## config.mk

```make
export PLATFORM = sky130hd
export DESIGN_NAME = uart_transmitter
export DESIGN_NICKNAME = d
export VERILOG_FILES = /design/src/rtl/uart_transmitter.sv
export SDC_FILE = /design/constraint.sdc
export NUM_CORES = 1
export LEC_CHECK = 0
export ABC_AREA = 0
export CAP_MARGIN = 20
export CORE_MARGIN = 1.5
export CORE_UTILIZATION = 32
export CTS_BUF_LIST = sky130_fd_sc_hd__clkbuf_8
export DETAILED_ROUTE_END_ITERATION = 16
export SYNTH_ARGS = -nofsm -noshare
export SYNTH_HDL_FRONTEND = slang
export SYNTH_SLANG_ARGS = --single-unit
```

## constraint.sdc

```tcl
create_clock -name clk -period 2.22 [get_ports clk]
set_input_delay 0.222 -clock clk [delete_from_list [all_inputs] [get_ports clk]]
set_output_delay 0.222 -clock clk [all_outputs]
set_load 0.005 [all_outputs]
```

## src/rtl/uart_transmitter.sv

```systemverilog
//============================================================================
// Module   : uart_transmitter
// Brief    : UART serialiser (start, LSB-first data, stop bits) paced by a
//            16x oversampling tick. Define UART_TX_PARITY_EN for even parity.
// Revision : 1.0 - initial release
//============================================================================
`default_nettype none

module uart_transmitter #(
    parameter int DATA_WIDTH = 8,
    parameter int STOP_BITS  = 1
) (
    input  logic                  clk,
    input  logic                  arst_n,
    input  logic                  tick,
    input  logic                  tx_start,
    input  logic [DATA_WIDTH-1:0] data_in,
    output logic                  tx,
    output logic                  tx_ready,
    output logic                  tx_done
);

    localparam int                     c_bit_cnt_w = $clog2(DATA_WIDTH) + 1;
    localparam logic [c_bit_cnt_w-1:0] c_bit_last  = c_bit_cnt_w'(DATA_WIDTH - 1);
    localparam logic                   c_stop_last = 1'(STOP_BITS - 1);
    localparam logic [3:0]             c_tick_last = 4'd15;

    localparam logic [2:0] c_st_idle   = 3'd0;
    localparam logic [2:0] c_st_start  = 3'd1;
    localparam logic [2:0] c_st_data   = 3'd2;
`ifdef UART_TX_PARITY_EN
    localparam logic [2:0] c_st_parity = 3'd3;
`endif
    localparam logic [2:0] c_st_stop   = 3'd4;

    logic [2:0]             state_q,    state_d;
    logic [3:0]             tick_cnt_q, tick_cnt_d;
    logic [c_bit_cnt_w-1:0] bit_cnt_q,  bit_cnt_d;
    logic [DATA_WIDTH-1:0]  shift_q,    shift_d;
    logic                   stop_cnt_q, stop_cnt_d;
    logic                   tx_q,       tx_d;
    logic                   tx_done_q,  tx_done_d;
`ifdef UART_TX_PARITY_EN
    logic                   parity_q,   parity_d;
`endif
    logic                   tick_wrap;

    assign tick_wrap = tick && (tick_cnt_q == c_tick_last);

    always_comb begin
        state_d    = state_q;
        tick_cnt_d = tick_cnt_q;
        bit_cnt_d  = bit_cnt_q;
        shift_d    = shift_q;
        stop_cnt_d = stop_cnt_q;
        tx_done_d  = 1'b0;
`ifdef UART_TX_PARITY_EN
        parity_d   = parity_q;
`endif
        case (state_q)
            c_st_idle: begin
                // Ticks in IDLE are ignored, so a tick on the acceptance edge never counts.
                if (tx_start) begin
                    shift_d    = data_in;
                    tick_cnt_d = '0;
                    bit_cnt_d  = '0;
                    stop_cnt_d = 1'b0;
`ifdef UART_TX_PARITY_EN
                    parity_d   = ^data_in;
`endif
                    state_d    = c_st_start;
                end
            end
            c_st_start: begin
                if (tick_wrap) begin
                    tick_cnt_d = '0;
                    state_d    = c_st_data;
                end else if (tick) begin
                    tick_cnt_d = tick_cnt_q + 4'd1;
                end
            end
            c_st_data: begin
                if (tick_wrap) begin
                    shift_d    = shift_q >> 1;
                    tick_cnt_d = '0;
                    if (bit_cnt_q == c_bit_last) begin
`ifdef UART_TX_PARITY_EN
                        state_d = c_st_parity;
`else
                        state_d = c_st_stop;
`endif
                    end else begin
                        bit_cnt_d = bit_cnt_q + c_bit_cnt_w'(1);
                    end
                end else if (tick) begin
                    tick_cnt_d = tick_cnt_q + 4'd1;
                end
            end
`ifdef UART_TX_PARITY_EN
            c_st_parity: begin
                if (tick_wrap) begin
                    tick_cnt_d = '0;
                    state_d    = c_st_stop;
                end else if (tick) begin
                    tick_cnt_d = tick_cnt_q + 4'd1;
                end
            end
`endif
            c_st_stop: begin
                if (tick_wrap) begin
                    tick_cnt_d = '0;
                    if (stop_cnt_q == c_stop_last) begin
                        tx_done_d = 1'b1;
                        state_d   = c_st_idle;
                    end else begin
                        stop_cnt_d = stop_cnt_q + 1'b1;
                    end
                end else if (tick) begin
                    tick_cnt_d = tick_cnt_q + 4'd1;
                end
            end
            default: state_d = c_st_idle;
        endcase

        // Line level follows the next state so tx changes on the same edge as the state.
        case (state_d)
            c_st_start:  tx_d = 1'b0;
            c_st_data:   tx_d = shift_d[0];
`ifdef UART_TX_PARITY_EN
            c_st_parity: tx_d = parity_d;
`endif
            default:     tx_d = 1'b1;
        endcase
    end

    always_ff @(posedge clk or negedge arst_n) begin
        if (!arst_n) begin
            state_q    <= c_st_idle;
            tick_cnt_q <= '0;
            bit_cnt_q  <= '0;
            shift_q    <= '0;
            stop_cnt_q <= 1'b0;
            tx_q       <= 1'b1;
            tx_done_q  <= 1'b0;
`ifdef UART_TX_PARITY_EN
            parity_q   <= 1'b0;
`endif
        end else begin
            state_q    <= state_d;
            tick_cnt_q <= tick_cnt_d;
            bit_cnt_q  <= bit_cnt_d;
            shift_q    <= shift_d;
            stop_cnt_q <= stop_cnt_d;
            tx_q       <= tx_d;
            tx_done_q  <= tx_done_d;
`ifdef UART_TX_PARITY_EN
            parity_q   <= parity_d;
`endif
        end
    end

    assign tx       = tx_q;
    assign tx_done  = tx_done_q;
    assign tx_ready = (state_q == c_st_idle);

endmodule

`default_nettype wire

```

; Yosys cells after proc, flatten, opt, wreduce, memory -nomap -nowiden
; Cells that the tools add are included.
[word_totals]
reg_bits = 22
latchBits = 0
ramBits = 0
romBits = 0
inputBits = 12
out_inout_bits = 3
wordCells = 58
n_memories = 0
[classes]
n_addsub = 3
n_mul = 0
n_div = 0
n_lt_le_gt_ge = 0
n_eq_ne = 12
n_shift = 0
muxes = 25
bitwise = 0
reduce_logical = 10
[op_table]
columns = operator, count
row1 = $mux W4, 5
row2 = $mux W3, 6
row3 = $mux W8, 2
row4 = $pmux W4 S2, 2
row5 = $pmux W8 S2, 1
row6 = $pmux W3 S4, 1
row7 = $reduce_and A3 Y1, 3
row8 = $add A4 B1 Y4 const B, 2
row9 = $ne A2 B2 Y1 const B, 4
row10 = $eq A3 B1 Y1 const B, 2
row11 = $eq A3 B2 Y1 const B, 2
row12 = $mux W1, 6
row13 = $reduce_bool A2 Y1, 3
row14 = $eq A4 B3 Y1 const B, 1
row15 = $eq A4 B4 Y1 const B, 1
row16 = $pmux W1 S2, 2
row17 = $reduce_and A4 Y1, 1
row18 = $eq A3 B3 Y1 const B, 1
row19 = $logic_not A3 Y1, 1
row20 = $ne A3 B1 Y1 const B, 1
row21 = $reduce_or A3 Y1, 1
row22 = $add A1 B1 Y1 const B, 1
row23 = $logic_and A1 B1 Y1, 1

; Depth between registers and ports, before layout
; Gate-level depths: netlist of the first run.
[depth]
depth_word = 6
depth_mapped = 7
mapped_depth_nobuf = 5

; Least setup slack after synthesis of the first run
; OpenSTA, ideal clock, no wires.
[synth_path]
path_kind = register to register
startpoint = register state_q[0]
endpoint = register shift_q[0]
setup_time_ns = 0.125
arrival_time_ns = 1.650
required_time_ns = 2.095
path_slack_ns = 0.445
stages_incl_launch_ff = 8
path_buffers = 3
period_less_slack_ns = 1.775
path_cell_list = dfrtp_1 buf_6 or4b_1 buf_2 o21a_1 buf_6 a221oi_4 inv_1
[synth_via]
elab_chain_len = 2
elab_cells_between_ends = 3
cone_classes = eq/ne: 1 / mux: 1 / reduce/logical: 1
[synth_rtl]
columns = item, line_no
row1 = "start, declared", 36  ; logic [2:0] state_q, state_d;
row2 = "start signal, assigned", 138  ; state_q <= c_st_idle;
row3 = "start signal, assigned", 149  ; state_q <= state_d;
row4 = $eq A3 B2 Y1 or $logic_not A3 Y1 (tied branches), 60  ; case (state_q)
row5 = $pmux W8 S2 *, 60
row6 = net shift_d[0], 39  ; logic [DATA_WIDTH-1:0] shift_q, shift_d;
row7 = "end signal, assigned", 152  ; shift_q <= shift_d;
row8 = "end, declared", 39
; The timed path passes the listed nets; every way through them passes the cells marked *.
; A chain may end at the register's enable or synchronous reset.

; Worst setup path in the final report of the first run
[layout_path]
startpoint = register state_q[1]
endpoint = register shift_q[0]
; Same word-level chain as after synthesis.

==> results of run 1 <==
layout by cell type (no fill, tap or decap), types with 2 or more instances in the layout:
| master | n |
|---|---|
| a22oi_1 | 7 |
| clkbuf_8 | 3 |
| clkdlybuf4s50_1 | 14 |
| inv_1 | 3 |
| nand4_1 | 2 |
| nand2_1 | 18 |
| and2_1 | 2 |
| ha_1 | 2 |
| nand3_1 | 3 |
| nor3_1 | 3 |
| o21ai_0 | 6 |
| o21a_1 | 2 |
| a21oi_1 | 3 |
| buf_4 | 4 |
| nor2_1 | 4 |
| dfrtp_1 | 20 |
where the power goes:
part	switching, mW	internal [mW]	leakage, nW
logic	0.182	0.200	0.272
clock network	0.120	0.123	0.0269
registers	0.103	0.508	0.266
total	0.405	0.831	0.564
kinds of logic (layout without fill, tap and decap cells):
logic type	after synthesis	in the layout
xor gates and xnor gates	2	2
buffers and inverters	8	24
and+or+nand+nor	43	43
DFF	21	21
muxes	1	1
AOI/OAI and AO/OA	28	28
adders and majority gates	2	2
layout make-up:
class | count | area, sq um | area share, %
well taps | 44 | 55.1 | 4.23
multi-input cells | 76 | 498 | 38.2
repair buffers | 18 | 170 | 13.1
clock buffers | 3 | 41.3 | 3.17
flip-flops and latches | 21 | 527 | 40.4
clock inverters | 1 | 3.75 | 0.288
inverters | 2 | 7.51 | 0.576
metrics by stage:
stage	cell area (sq um)	hold slack [ps]	worst slack, ps	utilization, %
floorplan	1080	-73.6	445	-
global placement	1260	463	213	40.2
detailed placement	1260	464	175	40.2
CTS	1300	319	258	41.6
global route	1300	330	139	41.6
finish	1300	308	277	41.6
state kept, by name, summed over array words and instances (netlist names):
register / flops
shift_q: 8
bit_cnt_q: 4
tick_cnt_q: 4
state_q: 3
tx: 1
tx_done: 1
layer usage:
layer / vias up / share of wire [%]
li1: 411 / -
met3: 2 / 3.8
met2: 14 / 49
met1: 405 / 46
met4: 0 / 1.1
met5: - / 0
worst register-to-register path, stage by stage, from the launching register on:
cell and delay, ps:
dfrtp_1 500, or4b_1 690, o21a_1 290, a221oi_4 300
inv_1 60
path summary, 6_finish.rpt:
check	start	end	slack (ps)	cells after the start
min in group clk	shift_q[4]$_DFFE_PN0P_	shift_q[4]$_DFFE_PN0P_	480	2
min	arst_n	tick_cnt_q[3]$_DFFE_PN0P_	310	2
max reg2reg	state_q[1]$_DFF_PN0_	shift_q[0]$_DFF_PN0_	280	4
min reg2reg	shift_q[4]$_DFFE_PN0P_	shift_q[4]$_DFFE_PN0P_	480	2
max	state_q[1]$_DFF_PN0_	shift_q[0]$_DFF_PN0_	280	4
max in group asynchronous	arst_n	tx$_DFF_PN1_	1640	2
==> parameters.txt, run 1 <==
Parameter                              Value

Synth
  Share of synthesized area spent on multiplexers    0.930%
  Compound-gate portion of the synthesized area    19.8%
  Seq cells post-synth    21
  Top_reg_cell synth    dfrtp_1
  Number of library cell types mapped by synthesis    42
  Cell types occupying the most area after synthesis    dfrtp_1 (47%), nand2_1 (6.3%), a22oi_1 (4.9%), o21ai_0 (2.8%), a221oi_4 (2.4%)
  Most frequent cell after synthesis    dfrtp_1
  Post-synth design cell area    1080 sq um
  Number of standard cells after synthesis    105
  Biggest area consumer among synthesized cells    dfrtp_1
  Sequential-to-total area share from yosys stat    a little under 50%
  Count of synthesis-stage warnings from yosys    0
  Net count after synthesis    around 120
  Xor and xnor fraction of the mapped netlist area    1.63%
  Proportion of synthesized flip-flops having asynchronous set or reset    between 90% and 100%
  Synth Area per Inst    10.2 sq um
  Most used standard cells in the synthesized netlist    dfrtp_1 (20), nand2_1 (18), a22oi_1 (7), o21ai_0 (6), nor2_1 (4)
  Area share of the largest cell type after synthesis    46.5%
  Adder-cell share of the synthesized area    under 10%
  Count of flip-flops with a built-in enable after synthesis    0
  Dominant combinational cell family by area after synthesis    simple AND/OR/NAND/NOR gates
  Area fraction in and, or, nand and nor cells after synthesis    21.6%

Job
  Maximum capacitance violations    0

Finish
  Area overhead of the layout relative to synthesis    21.0%
  Layout net count    136
  Number of fillers in the final layout    316
  Ratio of cells with drive above 1 in the final layout    11.6%
  Ant diodes    0
  Non-filler instance count after layout    165

Clock tree
  Library cell used as clock root buffer    clkbuf_8
  Hold bufs inserted after CTS    0
  Clock latency reported for the late side of the worst-skew pair    260 ps
  Clock tree from TritonCTS    built
  Total clock sinks    21
  Clock buffer count from CTS    3
  Cells resized by post-CTS repair    0
  Post-CTS setup buffer count    0
  Clock transition at path regs    70 ps
  Number of H-tree levels    1
  Clk buf depth    2

Timing
  Setup TNS    0 ps
  Unrepaired setup endpoints after global routing    no
  Worst Clk Skew    1.91 ps
  Achievable frequency    515 MHz
  Minimum clock period after layout    1940 ps
  Count of pins over their slew limit    0
  Final Hold Fails    0
  Slew @ Worst Pin    between 400 and 500 ps
  Final critical-path share of the clock period    between 80% and 90%
  # setup viols final    0
  Worst slew margin    69.8%

Placement
  Port-buffer cells    14
  HPWL reported at the end of detailed placement    1.55 mm
  Cell total after placement    around 160
  Weighted congestion reported at the end of routability-driven placement    0.744

Die
  Die H    roughly 61 um
  Effective utilization at floorplan    34.4%
  Area of the core    3130 sq um
  IO Pins    15
  Die width    61.0 um
  Total Die Area    3720 sq um
  Cell Rows    20

Status
  Outcome    finished, final reports clean

Power
  Ratio of total power to cell area    949 nW/um^2
  Maximum ir drop on the vdd rail    approximately 0.00041 V
  Leakage power    ~0.56 nW
  Post-route total power    1.24 mW

Critical path
  Capturing element type of the critical path    flip-flop
  CP Data Arrival Time    2090 ps
  Worst-path cell with the longest stage delay    or4b_1
  Data required time of the critical path    2370 ps
  Largest incremental delay on the critical path    around 690 ps
  Chain of cells forming the critical path    or4b_1 > o21a_1 > a221oi_4 > inv_1
  Worst-path maximum fanout    11
  Worst path buffer plus inverter count    1
  Cell family contributing the most delay on the critical path    simple AND/OR/NAND/NOR gates
  Kind of start point of the critical path    flip-flop
  Critical path type    flip-flop to flip-flop

Global route
  Via count of the first global-routing pass    792
  Initial antenna violation count    0
  Global-route met2 utilization    between 20% and 30%
  Global-route usage over all layers    13.4%
  Global route total overflow    0
  Maximum number of pins on one net before global-route repair    22
  GR Layer Usage met3    4.69%
  GRT Max-Usage Layer    met2
  Global-route wire length before repair    roughly 3.6 mm
  Met1 routing resource usage after global routing    16.7%

Drt
  Number of design rule violations left after detail routing    0
  Detailed Route WL    around 2.2 mm
  Routed len/inst    13.2 um
  Final ANT Viol Nets    0
  Iter 0 DRT Violations    65
  Detail-routed via count per cell    5.04
  Vias post-DR    832
  Detailed-routing iteration count for the pre-antenna-repair pass    4

Min path
  Type of the worst min-delay path    input port to asynchronous set/reset pin
Note: power is estimated with default switching activity, not from simulation.
==> inputs of run 2 (changes only) <==
CTS_CLUSTER_SIZE = 10   (was unset)
==> results of run 2 <==
The final DEF is identical to that of run 1; final timing and power are the same.
==> inputs of run 3 (changes only) <==
TNS_END_PERCENT = 20   (was unset)
==> results of run 3 <==
The final DEF is identical to that of run 1; final timing and power are the same.
